--- src/rtl/cp0_if.sv ---
// CP0 access bus between the M stage / next-PC logic and the CP0 unit.
// master: pipeline side (drives M-stage info); slave: cp0_unit.
interface cp0_if #(
    parameter int IM_WIDTH = 6
);
    logic                en;
    logic [4:0]          addr;
    logic [31:0]         wdata;
    logic [31:0]         vpc;
    logic                bd_in;
    logic [4:0]          exc_code;
    logic [IM_WIDTH-1:0] hw_int;
    logic                exl_clr;
    logic [31:0]         rdata;
    logic [31:0]         epc_out;
    logic                req;
    logic [31:0]         handler;

    modport master (
        output en, addr, wdata, vpc, bd_in, exc_code, hw_int, exl_clr,
        input  rdata, epc_out, req, handler
    );

    modport slave (
        input  en, addr, wdata, vpc, bd_in, exc_code, hw_int, exl_clr,
        output rdata, epc_out, req, handler
    );
endinterface

--- src/rtl/cp0_unit.sv ---
// Coprocessor-0 exception/interrupt controller (SR, Cause, EPC) beside the M stage.
// Ports: clk, reset (async, active-high), bus (cp0_if.slave: mtc0/mfc0, victim info, req/handler).
module cp0_unit #(
    parameter logic [31:0] HANDLER_ADDR = 32'h0000_4180,
    parameter int          IM_WIDTH     = 6
) (
    input  logic   clk,
    input  logic   reset,
    cp0_if.slave   bus
);
    localparam logic [4:0] REG_SR    = 5'd12;
    localparam logic [4:0] REG_CAUSE = 5'd13;
    localparam logic [4:0] REG_EPC   = 5'd14;

    logic [IM_WIDTH-1:0] im;
    logic                exl;
    logic                ie;
    logic                bd;
    logic [IM_WIDTH-1:0] ip;
    logic [4:0]          exc;
    logic [31:0]         epc;

    logic        int_req;
    logic        exc_req;
    logic        req;
    logic [31:0] sr_val;
    logic [31:0] cause_val;

    assign int_req = (|(bus.hw_int & im)) & ie & ~exl;
    assign exc_req = (bus.exc_code != 5'd0) & ~exl;
    assign req     = int_req | exc_req;

    assign sr_val    = {16'b0, im, 8'b0, exl, ie};
    assign cause_val = {bd, 15'b0, ip, 3'b0, exc, 2'b0};

    always_ff @(posedge clk or posedge reset) begin
        if (reset) begin
            im  <= '0;
            exl <= 1'b0;
            ie  <= 1'b0;
            bd  <= 1'b0;
            ip  <= '0;
            exc <= '0;
            epc <= '0;
        end else begin
            ip <= bus.hw_int;
            if (req) begin
                exl <= 1'b1;
                bd  <= bus.bd_in;
                exc <= int_req ? 5'd0 : bus.exc_code;
                epc <= bus.bd_in ? bus.vpc - 32'd4 : bus.vpc;
            end else begin
                if (bus.en && bus.addr == REG_SR) begin
                    im  <= bus.wdata[15:10];
                    exl <= bus.wdata[1];
                    ie  <= bus.wdata[0];
                end
                if (bus.en && bus.addr == REG_EPC)
                    epc <= bus.wdata;
                // eret overrides any EXL value written by a same-cycle mtc0
                if (bus.exl_clr)
                    exl <= 1'b0;
            end
        end
    end

    always_comb begin
        bus.rdata = 32'b0;
        unique case (bus.addr)
            REG_SR:    bus.rdata = sr_val;
            REG_CAUSE: bus.rdata = cause_val;
            REG_EPC:   bus.rdata = epc;
            default:   bus.rdata = 32'b0;
        endcase
    end

    assign bus.epc_out = epc;
    assign bus.req     = req;
    assign bus.handler = HANDLER_ADDR;
endmodule
--- src/flat_wrapper.sv ---
// flat-port wrapper written by rule: the top's interface ports become plain ports
module cp0_unit_flat 
#(
    parameter logic [31:0] HANDLER_ADDR = 32'h0000_4180,
    parameter int          IM_WIDTH     = 6
)
  (clk, reset, bus_en, bus_addr, bus_wdata, bus_vpc, bus_bd_in, bus_exc_code, bus_hw_int, bus_exl_clr, bus_rdata, bus_epc_out, bus_req, bus_handler);
  cp0_if #(.IM_WIDTH(IM_WIDTH)) bus_i ();
  input  logic clk;
  input  logic reset;
  input wire logic [$bits(bus_i.en)-1:0] bus_en;
  input wire logic [$bits(bus_i.addr)-1:0] bus_addr;
  input wire logic [$bits(bus_i.wdata)-1:0] bus_wdata;
  input wire logic [$bits(bus_i.vpc)-1:0] bus_vpc;
  input wire logic [$bits(bus_i.bd_in)-1:0] bus_bd_in;
  input wire logic [$bits(bus_i.exc_code)-1:0] bus_exc_code;
  input wire logic [$bits(bus_i.hw_int)-1:0] bus_hw_int;
  input wire logic [$bits(bus_i.exl_clr)-1:0] bus_exl_clr;
  output wire logic [$bits(bus_i.rdata)-1:0] bus_rdata;
  output wire logic [$bits(bus_i.epc_out)-1:0] bus_epc_out;
  output wire logic [$bits(bus_i.req)-1:0] bus_req;
  output wire logic [$bits(bus_i.handler)-1:0] bus_handler;
  assign bus_i.en = bus_en;
  assign bus_i.addr = bus_addr;
  assign bus_i.wdata = bus_wdata;
  assign bus_i.vpc = bus_vpc;
  assign bus_i.bd_in = bus_bd_in;
  assign bus_i.exc_code = bus_exc_code;
  assign bus_i.hw_int = bus_hw_int;
  assign bus_i.exl_clr = bus_exl_clr;
  assign bus_rdata = bus_i.rdata;
  assign bus_epc_out = bus_i.epc_out;
  assign bus_req = bus_i.req;
  assign bus_handler = bus_i.handler;
  cp0_unit #(.HANDLER_ADDR(HANDLER_ADDR), .IM_WIDTH(IM_WIDTH)) u_core (.clk(clk), .reset(reset), .bus(bus_i));
endmodule
--- config.mk ---
export PLATFORM = sky130hd
export DESIGN_NAME = cp0_unit_flat
export DESIGN_NICKNAME = d
export VERILOG_FILES = /design/src/rtl/cp0_if.sv /design/src/rtl/cp0_unit.sv /design/src/flat_wrapper.sv
export SDC_FILE = /design/constraint.sdc
export NUM_CORES = 1
export LEC_CHECK = 0
export ABC_AREA = 1
export ABC_CLOCK_PERIOD_IN_PS = 2100
export BUFFER_PORTS_ARGS = -buffer_cell sky130_fd_sc_hd__buf_4
export CAP_MARGIN = 20
export CORE_UTILIZATION = 48
export CTS_BUF_LIST = sky130_fd_sc_hd__clkbuf_4 sky130_fd_sc_hd__clkbuf_8 sky130_fd_sc_hd__clkbuf_16
export CTS_CLUSTER_SIZE = 16
export DETAILED_ROUTE_END_ITERATION = 7
export PLACE_DENSITY_LB_ADDON = 0.3
export SKIP_LAST_GASP = 1
export SLEW_MARGIN = 20
export SYNTH_ARGS = -nofsm -noshare
export SYNTH_HDL_FRONTEND = slang
export SYNTH_SLANG_ARGS = --single-unit
export TNS_END_PERCENT = 1
--- constraint.sdc ---
create_clock -name clk -period 2.1 [get_ports clk]
set_clock_uncertainty 0.15 [all_clocks]
set_input_delay 0.42 -clock clk [delete_from_list [all_inputs] [get_ports clk]]
set_output_delay 0.42 -clock clk [all_outputs]
set_load 0.005 [all_outputs]
* After elaboration in Yosys (flattened, before gate mapping) *
Cells that the tools add are included.

cells by class
  reduce and logical (&&, ||, !) cells = 7
  equal/unequal tests = 3
  magnitude comparators = 0
  bitwise gates (word level) = 7
  shift operators = 0
  add/subtract/negate cells = 1
  $mul = 0
  div/mod/pow operators = 0
  multiplexer cells = 8

operator list
  cell                                                                    count
  32-bit 2-to-1 mux                                                       3
  32-bit one-hot mux with 3 select lines                                  1
  32-bit by 3-bit subtractor with 32-bit output (second input constant)   1
  5-bit by 4-bit equality test with 1-bit output (second input constant)  3
  6-bit bitwise AND                                                       1
  6-bit OR reduction                                                      1
  5-bit 2-to-1 mux                                                        1
  5-bit nonzero test                                                      1
  1-bit bitwise AND                                                       3
  1-bit 2-to-1 mux                                                        3
  3-bit nonzero test                                                      1
  1-bit logical AND                                                       2
  1-bit inverter                                                          2
  2-bit AND reduction                                                     1
  2-bit nonzero test                                                      1
  1-bit bitwise OR                                                        1

word-level totals
  memory bits (writable) = 0
  bits in read-only memories = 0
  memories kept = 0
  word-level logic and storage cells = 33
  bits of input ports = 85
  bits in latches = 0
  output and inout port bits = 97
  register bits after elaboration = 52

* Logic depth before layout (Yosys ltp) *
Gate-level depths: netlist of run 1.

  word-level depth = 7
  gate-level depth with buffers = 12
  gate-level depth less buffers = 12

* Least setup slack after synthesis of run 1 *
OpenSTA, ideal clock, no wires.

  path kind = input port to output port
  from = in bus_addr[3]
  to = out bus_rdata[17]
  arrival = 1,325 ps
  stages = 7
  path slack = 205 ps
  path buffers = 1
  path through = nand2_1 > nor2_2 > nand2_1 > nor2_4 > clkinv_1 > buf_2 > nor2_1

on the way
  longest elaborated chain between the ends = 2

RTL lines
  what                                            line                RTL
  start: declaration                              flat_wrapper.sv:12  input wire logic [$bits(bus_i.addr)-1:0] bus_addr;
  5-bit by 4-bit equality test with 1-bit output  cp0_unit.sv:69      unique case (bus.addr)
  32-bit one-hot mux with 3 select lines (*)      cp0_unit.sv:69
  end: declaration                                flat_wrapper.sv:19  output wire logic [$bits(bus_i.rdata)-1:0] bus_rdata;

Every way passes the cells marked *; elsewhere a longest branch is shown, timed or not.

* Worst setup path in the final report of run 1 *
  from = in bus_addr[4]
  to = out bus_rdata[30]

Same word-level chain as after synthesis.

==> impl_metrics.ini, run 1 <==
[clock_tree]
clock_latency_ns = 0.30
cts_root_buf = clkbuf_8
htree_num_levels = 2
max-clock-path-buffers = 2
path_clk_slew_ns = 0.09
cts_buffers = 5
cts_tree = built
clock_sinks = 52

[logic_synthesis]
synth.area.top_cells = dfrtp_1 (34%), nand2_1 (20%), inv_1 (8.2%), nor2_1 (7.8%), buf_4 (7.0%)
synthTopCellsByCount = nand2_1 (209), inv_1 (85), nor2_1 (81)
synth_mux_area_share_pct = 0
synth_xor_area_share_pct = 3.383
synth_compound_area_share_pct = 8.312
syn_area_um2 = 3884
synth-simple-area-share_pct = 36.60
yosysWarnings = 0
ys_types = 30
synth_top_family_by_area = simple AND/OR/NAND/NOR gates
syn_inst = 610
synthFlopType = dfrtp_1
synth_top_area_share_pct = 33.51
ys_ff_latch = 52
yosysMostFrequentCell = nand2_1
synth_edf_count = 0
synth-seq-area-share_pct = 33.51
async_reset_ff_share_pct = 100.0
synth.avg_cell_area_um2 = 6.367
synthAdderAreaFrac_pct = 0.3222
synth_top_area_cell = dfrtp_1

[global_route]
overflow = 0
first_global_vias = 3794
track_usage_pct = 26.62
antenna_found_initial = 0
grt_pass1_wl_um = 17760
grt_max_degree = 28

[worst_setup_path]
rr_startpoint = u_core.im[1]
endpoint = bus_rdata[30]
worstSetupStartpoint = bus_addr[4]
startpoint_type = primary input
r2r-end = u_core.bus.epc_out[10]
endpoint_kind = primary output
crit_path_top_delay_cell = nor2_1
cp.arrival_ns = 1.46
crit_top_cell = buf_4
path_max_fanout = 4
cp_cell_sequence = buf_4 > nor2_2 > nand2_1 > nor2_4 > clkinv_1 > buf_4 > nor2_1 > buf_4
max_stage_delay_ns = 0.17
required_ns = 1.53
rrSetupSlack_ns = 0.22
critical_path_class = in2out
worst-r2r-cell-count = 10

[floorplanning]
die_area_um2 = 8455
start_util_pct = 50.00
coreArea_um2 = 7767
rows = 32
io_pins = 182
die_x_um = 91.95
die_h_um = 91.95

[timing]
drv_slew = 0
finalHoldViolations = 0
fin_crit_sh_pct = 96.90
finalCriticalPeriod_ns = 2.035
setup_viol = 0
clock.fmax_mhz = 491.4
rsz0062_at_grt = true

[detailed_routing]
drtAntennaViolNets = 0
wire_per_inst_um = 12.80
vias_per_cell = 4.777
initialDrtViolationCount = 266
wirelength_um = 11120
firstDrtPassIters = 5
num_vias = 4151
drcViolationCount = 0

[finish]
n_antenna_cell = 0
drive_above_1_share_pct = 24.90
final_core_util_pct = 66.75
register_area_um2 = 1301
multi_input_area_um2 = 2024
fill_cells = 705
final_cells = 869
area_growth_pct = 33.51
final_nets = 853

[place]
placed_cells = 858
portBuffers = 149
routabilityCongestion = 0.9243
hpwl_um = 9048

[power]
power.density_nw_per_um2 = 967.6
ir_worst_vdd_v = 0.0003798
power_leakage_nw = 2.880

[job]
drv_cap = 0

[status]
status = finished, final reports clean

[min_path]
hold_path.class = in2reg
hold_start = bus_hw_int[1]
==> layout make-up <==
type                    instances  share of cell area [%]
flip-flops and latches         52                   25.10
repair buffers                168                   24.37
well taps                     102                   2.461
clock buffers                   5                   1.327
clock inverters                 2                   1.158
multi-input cells             451                   39.04
inverters                      89                   6.540
==> registers in the layout, summed over array words and instances (netlist names) <==
signal	count
u_core.ip	6
u_core.im	6
u_core.bd	1
u_core.exl	1
u_core.ie	1
u_core.exc	5
u_core.bus.epc_out	32
==> cell families after synthesis <==
logic type | Yosys count
xor gates and xnor gates | 15
other | 2
DFF | 52
buffers and inverters | 137
and+or+nand+nor | 341
AOI/OAI and AO/OA | 62
adders and majority gates | 1
==> timing repair <==
item,4_1_cts,5_1_grt
setup endpoints to repair,0,9
gates resized for setup,0,4
hold buffers,1,0
endpoints found under the hold margin,16,0
setup buffers,0,3
==> worst max-delay path, delay by kind of cell <==
kind,cells,cell delay [ns]
buf+inv,4,0.53
simple gates,4,0.51
==> placed cells by master, fill, tap and decap left out <==
cell	instances
nand3_4	2
nor2_4	4
o211ai_1	5
xnor2_1	6
a21oi_1	5
nand3b_1	1
inv_1	84
nand2_2	2
nand2_4	1
clkinv_1	1
ha_1	1
conb_1	32
xor2_1	9
nor2_1	81
nand4_1	3
nand3_1	31
o21ai_0	44
nor3_4	1
inv_2	3
o21ai_1	8
buf_4	167
nor2_2	2
nand2_1	209
dlygate4sd3_1	1
clkinv_4	1
bufinv_16	2
clkbuf_8	5
nor3_1	3
nand2_8	1
dfrtp_1	52
==> power breakdown <==
part | leakage, nW | internal (mW) | switching, mW
Sequential | 0.600 | 1.46 | 0.364
Clock | 0.0642 | 0.469 | 0.317
Combinational | 2.22 | 1.08 | 1.32
Total | 2.88 | 3.01 | 2.00
==> worst min-delay path by stage <==
stage	endpoint	slack, ns	cells after the start
finish	u_core.ip[1]	0.08	1
global route	u_core.ip[2]	0.07	1
CTS	u_core.ip[1]	0.08	1
detailed placement	u_core.ip[2]	0.32	2
global placement	u_core.ip[2]	0.32	2
floorplan	u_core.ip[0]	0.30	0
==> through the flow <==
step                      area, µm²  power [mW]  worst slack, ns  setup TNS, ns  hold slack (ns)
after global placement         5007       4.093          0.07832              0           0.3237
after global routing           5185       5.442         -0.02773        -0.1072          0.06916
final                          5185       5.017          0.06501              0          0.08257
after detailed placement       5007       4.159          0.04390              0           0.3240
after CTS                      5146       4.950          0.05069              0          0.07946
after floorplan                3996       3.157           0.2047              0           0.3014
==> metal layers <==
metal  global-route usage (%)  vias up  part of all wire [%]
li1                         -     2098                     -
met3                    3.234       15                   6.5
met2                    44.53      186                    47
met5                        0        -                     0
met1                    36.40     1852                    45
met4                    7.161        0                   1.7
Note: power is estimated with default switching activity, not from simulation.
==> run 2, diff against run 1 <==
--- a/config.mk
+++ b/config.mk
@@ -6,13 +6,14 @@
 export NUM_CORES = 1
 export LEC_CHECK = 0
 export ABC_AREA = 1
-export ABC_CLOCK_PERIOD_IN_PS = 2100
+export ABC_CLOCK_PERIOD_IN_PS = 2000
 export BUFFER_PORTS_ARGS = -buffer_cell sky130_fd_sc_hd__buf_4
 export CAP_MARGIN = 20
 export CORE_UTILIZATION = 48
 export CTS_BUF_LIST = sky130_fd_sc_hd__clkbuf_4 sky130_fd_sc_hd__clkbuf_8 sky130_fd_sc_hd__clkbuf_16
 export CTS_CLUSTER_SIZE = 16
 export DETAILED_ROUTE_END_ITERATION = 7
+export MAX_ROUTING_LAYER = met4
 export PLACE_DENSITY_LB_ADDON = 0.3
 export SKIP_LAST_GASP = 1
 export SLEW_MARGIN = 20
==> constraint.sdc (replaced) <==
create_clock -name clk -period 2 [get_ports clk]
set_clock_uncertainty 0.15 [all_clocks]
set_input_delay 0.4 -clock clk [delete_from_list [all_inputs] [get_ports clk]]
set_output_delay 0.4 -clock clk [all_outputs]
set_load 0.005 [all_outputs]
==> impl_metrics.ini, run 2 (synthesis results as in run 1) <==
[finish]
drive_above_1_share_pct = 26.39
layout_common_cells = nand2_1 (208), buf_4 (169), inv_1 (83)
fill_cells = 715
final_common_cell = nand2_1
final_nets = 858
largest_reg_flops = 32
register_area_um2 = 1301
multi_input_area_um2 = 2022
area_growth_pct = 34.83
final_core_util_pct = 67.41
n_antenna_cell = 0

[clock_tree]
htree_num_levels = 2
clock_sinks = 52
post_cts_buffers = 0
clock_latency_ns = 0.31
path_clk_slew_ns = 0.09
cts_root_buf = clkbuf_8
cts_buffers = 5
cts_tree = built
max-clock-path-buffers = 2

[timing]
worst_slack_ns = 0.05153
drv_slew = 0
clock.fmax_mhz = 513.2
setup_viol = 0
finalCriticalPeriod_ns = 1.948
rsz0062_at_grt = true
fin_crit_sh_pct = 97.42
finalHoldViolations = 0

[detailed_routing]
drcViolationCount = 0
num_vias = 4216
drtAntennaViolNets = 0
wirelength_um = 11490
initialDrtViolationCount = 260
firstDrtPassIters = 5
vias_per_cell = 4.818
wire_per_inst_um = 13.13

[global_route]
antenna_found_initial = 0
track_usage_pct = 28.38
overflow = 0
first_global_vias = 3794
grt_max_degree = 53
grt_pass1_wl_um = 18480

[floorplanning]
io_pins = 182
die_h_um = 91.95
rows = 32
coreArea_um2 = 7767
start_util_pct = 50.00
die_area_um2 = 8455
die_x_um = 91.95

[job]
drv_cap = 0

[min_path]
hold_path.class = in2reg

[power]
power_leakage_nw = 2.912
ir_worst_vdd_v = 0.0004385
power.density_nw_per_um2 = 1004

[place]
hpwl_um = 9276
place_ws_ns = 0.02704
portBuffers = 149
routabilityCongestion = 0.9446

[worst_setup_path]
cp.arrival_ns = 1.40
critical_path_class = in2out
path_max_fanout = 15
startpoint_type = primary input
required_ns = 1.45
endpoint_kind = primary output

[status]
status = finished, final reports clean
run 2: per-layer routing:
layer,routed length [µm],global-route usage [%],vias to the layer above
met2,5513,46.02,189
met5,0,-,-
met1,5036,38.37,1907
li1,-,-,2108
met3,786,3.068,12
met4,155,6.510,0
run 2: per-stage QoR:
stage | std cells | power (mW) | setup TNS, ns | instance area (µm²) | hold WS (ns)
CTS | 875 | 5.251 | 0 | 5215 | 0.04788
detailed placement | 866 | 4.475 | 0 | 5080 | 0.3263
global placement | 866 | 4.405 | 0 | 5080 | 0.3256
global route | 875 | 5.701 | -0.05375 | 5236 | 0.04589
finish | 875 | 5.260 | 0 | 5236 | 0.05482
floorplan | 640 | 3.315 | 0 | 3996 | 0.2814
run 2: power by group:
| group | leakage [nW] | internal (mW) | total [mW] | switching [mW] |
|---|---|---|---|---|
| logic | 2.25 | 1.16 | 2.59 | 1.43 |
| registers | 0.600 | 1.53 | 1.90 | 0.373 |
| clock network | 0.0614 | 0.410 | 0.768 | 0.359 |
run 2: cell type report:
class                      count  share of cell area, %
sequential                    52                  24.85
clock buffer                   6                  1.577
clock inverter                 2                 0.7407
timing repair buffer         173                  25.30
tap                          102                  2.437
multi-input combinational    451                  38.61
inverter                      89                  6.476
run 2: timing repair:
action | in CTS | in global routing
pin swaps | 1 | 0
hold buffers | 1 | 0
resized for setup | 2 | 8
setup endpoints to repair | 1 | 24
endpoints found under the hold margin | 27 | 0
run 2: critical path: stages:
cell and delay (ns):
buf_4 0.11, nor2_2 0.13, nand2_2 0.09, nor2_4 0.14
buf_8 0.17, nand2_1 0.07, o211ai_1 0.13, buf_4 0.16
run 2: path summary, 6_finish.rpt:
kind	depth (start not counted)	end	slack, ns	from
hold / removal	1	u_core.ip[1]	0.05	bus_hw_int[1]
min in group asynchronous	4	u_core.ip[1]	0.53	reset
max in group asynchronous	4	u_core.bus.epc_out[7]	0.92	reset
setup reg to reg	11	u_core.im[1]	0.21	u_core.im[1]
setup / recovery	8	bus_rdata[14]	0.05	bus_addr[4]
hold reg to reg	2	u_core.bus.epc_out[8]	0.37	u_core.bus.epc_out[8]
==> run 3, diff against run 2 <==
--- a/config.mk
+++ b/config.mk
@@ -9,10 +9,11 @@
 export ABC_CLOCK_PERIOD_IN_PS = 2000
 export BUFFER_PORTS_ARGS = -buffer_cell sky130_fd_sc_hd__buf_4
 export CAP_MARGIN = 20
-export CORE_UTILIZATION = 48
+export CORE_UTILIZATION = 37
 export CTS_BUF_LIST = sky130_fd_sc_hd__clkbuf_4 sky130_fd_sc_hd__clkbuf_8 sky130_fd_sc_hd__clkbuf_16
 export CTS_CLUSTER_SIZE = 16
 export DETAILED_ROUTE_END_ITERATION = 7
+export GPL_ROUTABILITY_DRIVEN = 1
 export MAX_ROUTING_LAYER = met4
 export PLACE_DENSITY_LB_ADDON = 0.3
 export SKIP_LAST_GASP = 1
==> impl_metrics.ini, run 3 (synthesis results as in run 1) <==
[status]
status = finished, final reports clean

[power]
power.density_nw_per_um2 = 1009
power_leakage_nw = 2.905
ir_worst_vdd_v = 0.0003900
fin_total_pwr_mw = 5.306

[finish]
final_cells = 908
multi_input_area_um2 = 2008
area_growth_pct = 35.47
register_area_um2 = 1301
final_common_cell = nand2_1
drive_above_1_share_pct = 25.52
final_nets = 857
layout_common_cells = nand2_1 (209), buf_4 (168), inv_1 (84)
largest_reg_flops = 32
fill_cells = 1085
n_antenna_cell = 0
post-route-cell-area_um2 = 5261

[global_route]
grt_max_degree = 53
antenna_found_initial = 0
first_global_vias = 3896
track_usage_pct = 22.31
grt_pass1_wl_um = 18950
overflow = 0

[detailed_routing]
firstDrtPassIters = 5
drtAntennaViolNets = 0
drcViolationCount = 0
initialDrtViolationCount = 253
wire_per_inst_um = 12.89
wirelength_um = 11700
num_vias = 4170
vias_per_cell = 4.593

[floorplanning]
io_pins = 182
start_util_pct = 37.96
die_h_um = 104.5
rows = 37
die_area_um2 = 10910
coreArea_um2 = 10230
die_x_um = 104.5

[timing]
setup_viol = 0
clock.fmax_mhz = 516.1
finalCriticalPeriod_ns = 1.938
drv_slew = 0
holdWs_ns = 0.05310
finalHoldViolations = 0
rsz0062_at_grt = true
fin_crit_sh_pct = 96.88

[worst_setup_path]
path_max_fanout = 9
critical_path_class = in2out
required_ns = 1.45
startpoint_type = primary input
cp.arrival_ns = 1.39
endpoint_kind = primary output

[clock_tree]
max-clock-path-buffers = 2
htree_num_levels = 2
clock_sinks = 52
path_clk_slew_ns = 0.10
cts_tree = built
cts_buffers = 5
cts_root_buf = clkbuf_8
clock_latency_ns = 0.31

[place]
hpwl_um = 9615
portBuffers = 149
placed_cells = 898
dpl_cell_area_um2 = 5132
routabilityCongestion = 0.9125

[job]
drv_cap = 0

[min_path]
hold_path.class = in2reg
## run 3: path summary, 6_finish.rpt
check,slack (ns),end,cells past startpoint,startpoint
worst max register to register,0.18,u_core.bus.epc_out[10],12,u_core.im[0]
min in group asynchronous,0.54,u_core.ip[5],4,reset
worst min register to register,0.37,u_core.bus.epc_out[19],2,u_core.bus.epc_out[19]
worst min-delay path,0.05,u_core.ip[2],1,bus_hw_int[2]
worst max-delay path,0.06,bus_rdata[14],9,bus_addr[3]
max in group asynchronous,0.93,u_core.im[4],4,reset
## run 3: repair_timing
action / in CTS / in global routing
endpoints found under the setup margin: 1 / 27
hold buffers: 1 / 0
gates resized for setup: 0 / 1
endpoints found under the hold margin: 50 / 0
buffers inserted: 1 / 0
## run 3: per-layer routing
metal  vias up  part of all wire (%)  GRT usage, %
li1       2101                     -             -
met1      1890                    46         30.03
met2       172                    47         36.47
met3         7                   6.5         2.318
met4         0                  0.80         4.286
met5         -                     0             -
## run 3: power by group
part           switching [mW]  internal, mW
sequential              0.372          1.53
combinational            1.44          1.23
clock                   0.359         0.371
## run 3: stage by stage
stage | util [%] | setup TNS [ns] | setup WS [ns]
after CTS | 51.42 | 0 | 0.004655
after detailed placement | 50.17 | 0 | 0.01135
after floorplan | - | 0 | 0.1447
after global placement | 50.17 | 0 | 0.05470
after global routing | 51.42 | -0.1631 | -0.04440
final | 51.42 | 0 | 0.06237
## run 3: layout make-up
cell class | instances | area share, %
clock buffer | 5 | 1.308
sequential | 52 | 24.73
clock inverter | 3 | 0.8086
tap | 136 | 3.234
multi-input combinational | 451 | 38.17
inverter | 89 | 6.445
timing repair buffer | 172 | 25.30
## run 3: critical path: stages
cell and delay, ns:
buf_4 0.07, nand2_1 0.05, nor2_2 0.09, nand2_1 0.11
nor2_4 0.16, buf_4 0.20, nand2_1 0.06, o211ai_1 0.10
buf_4 0.14
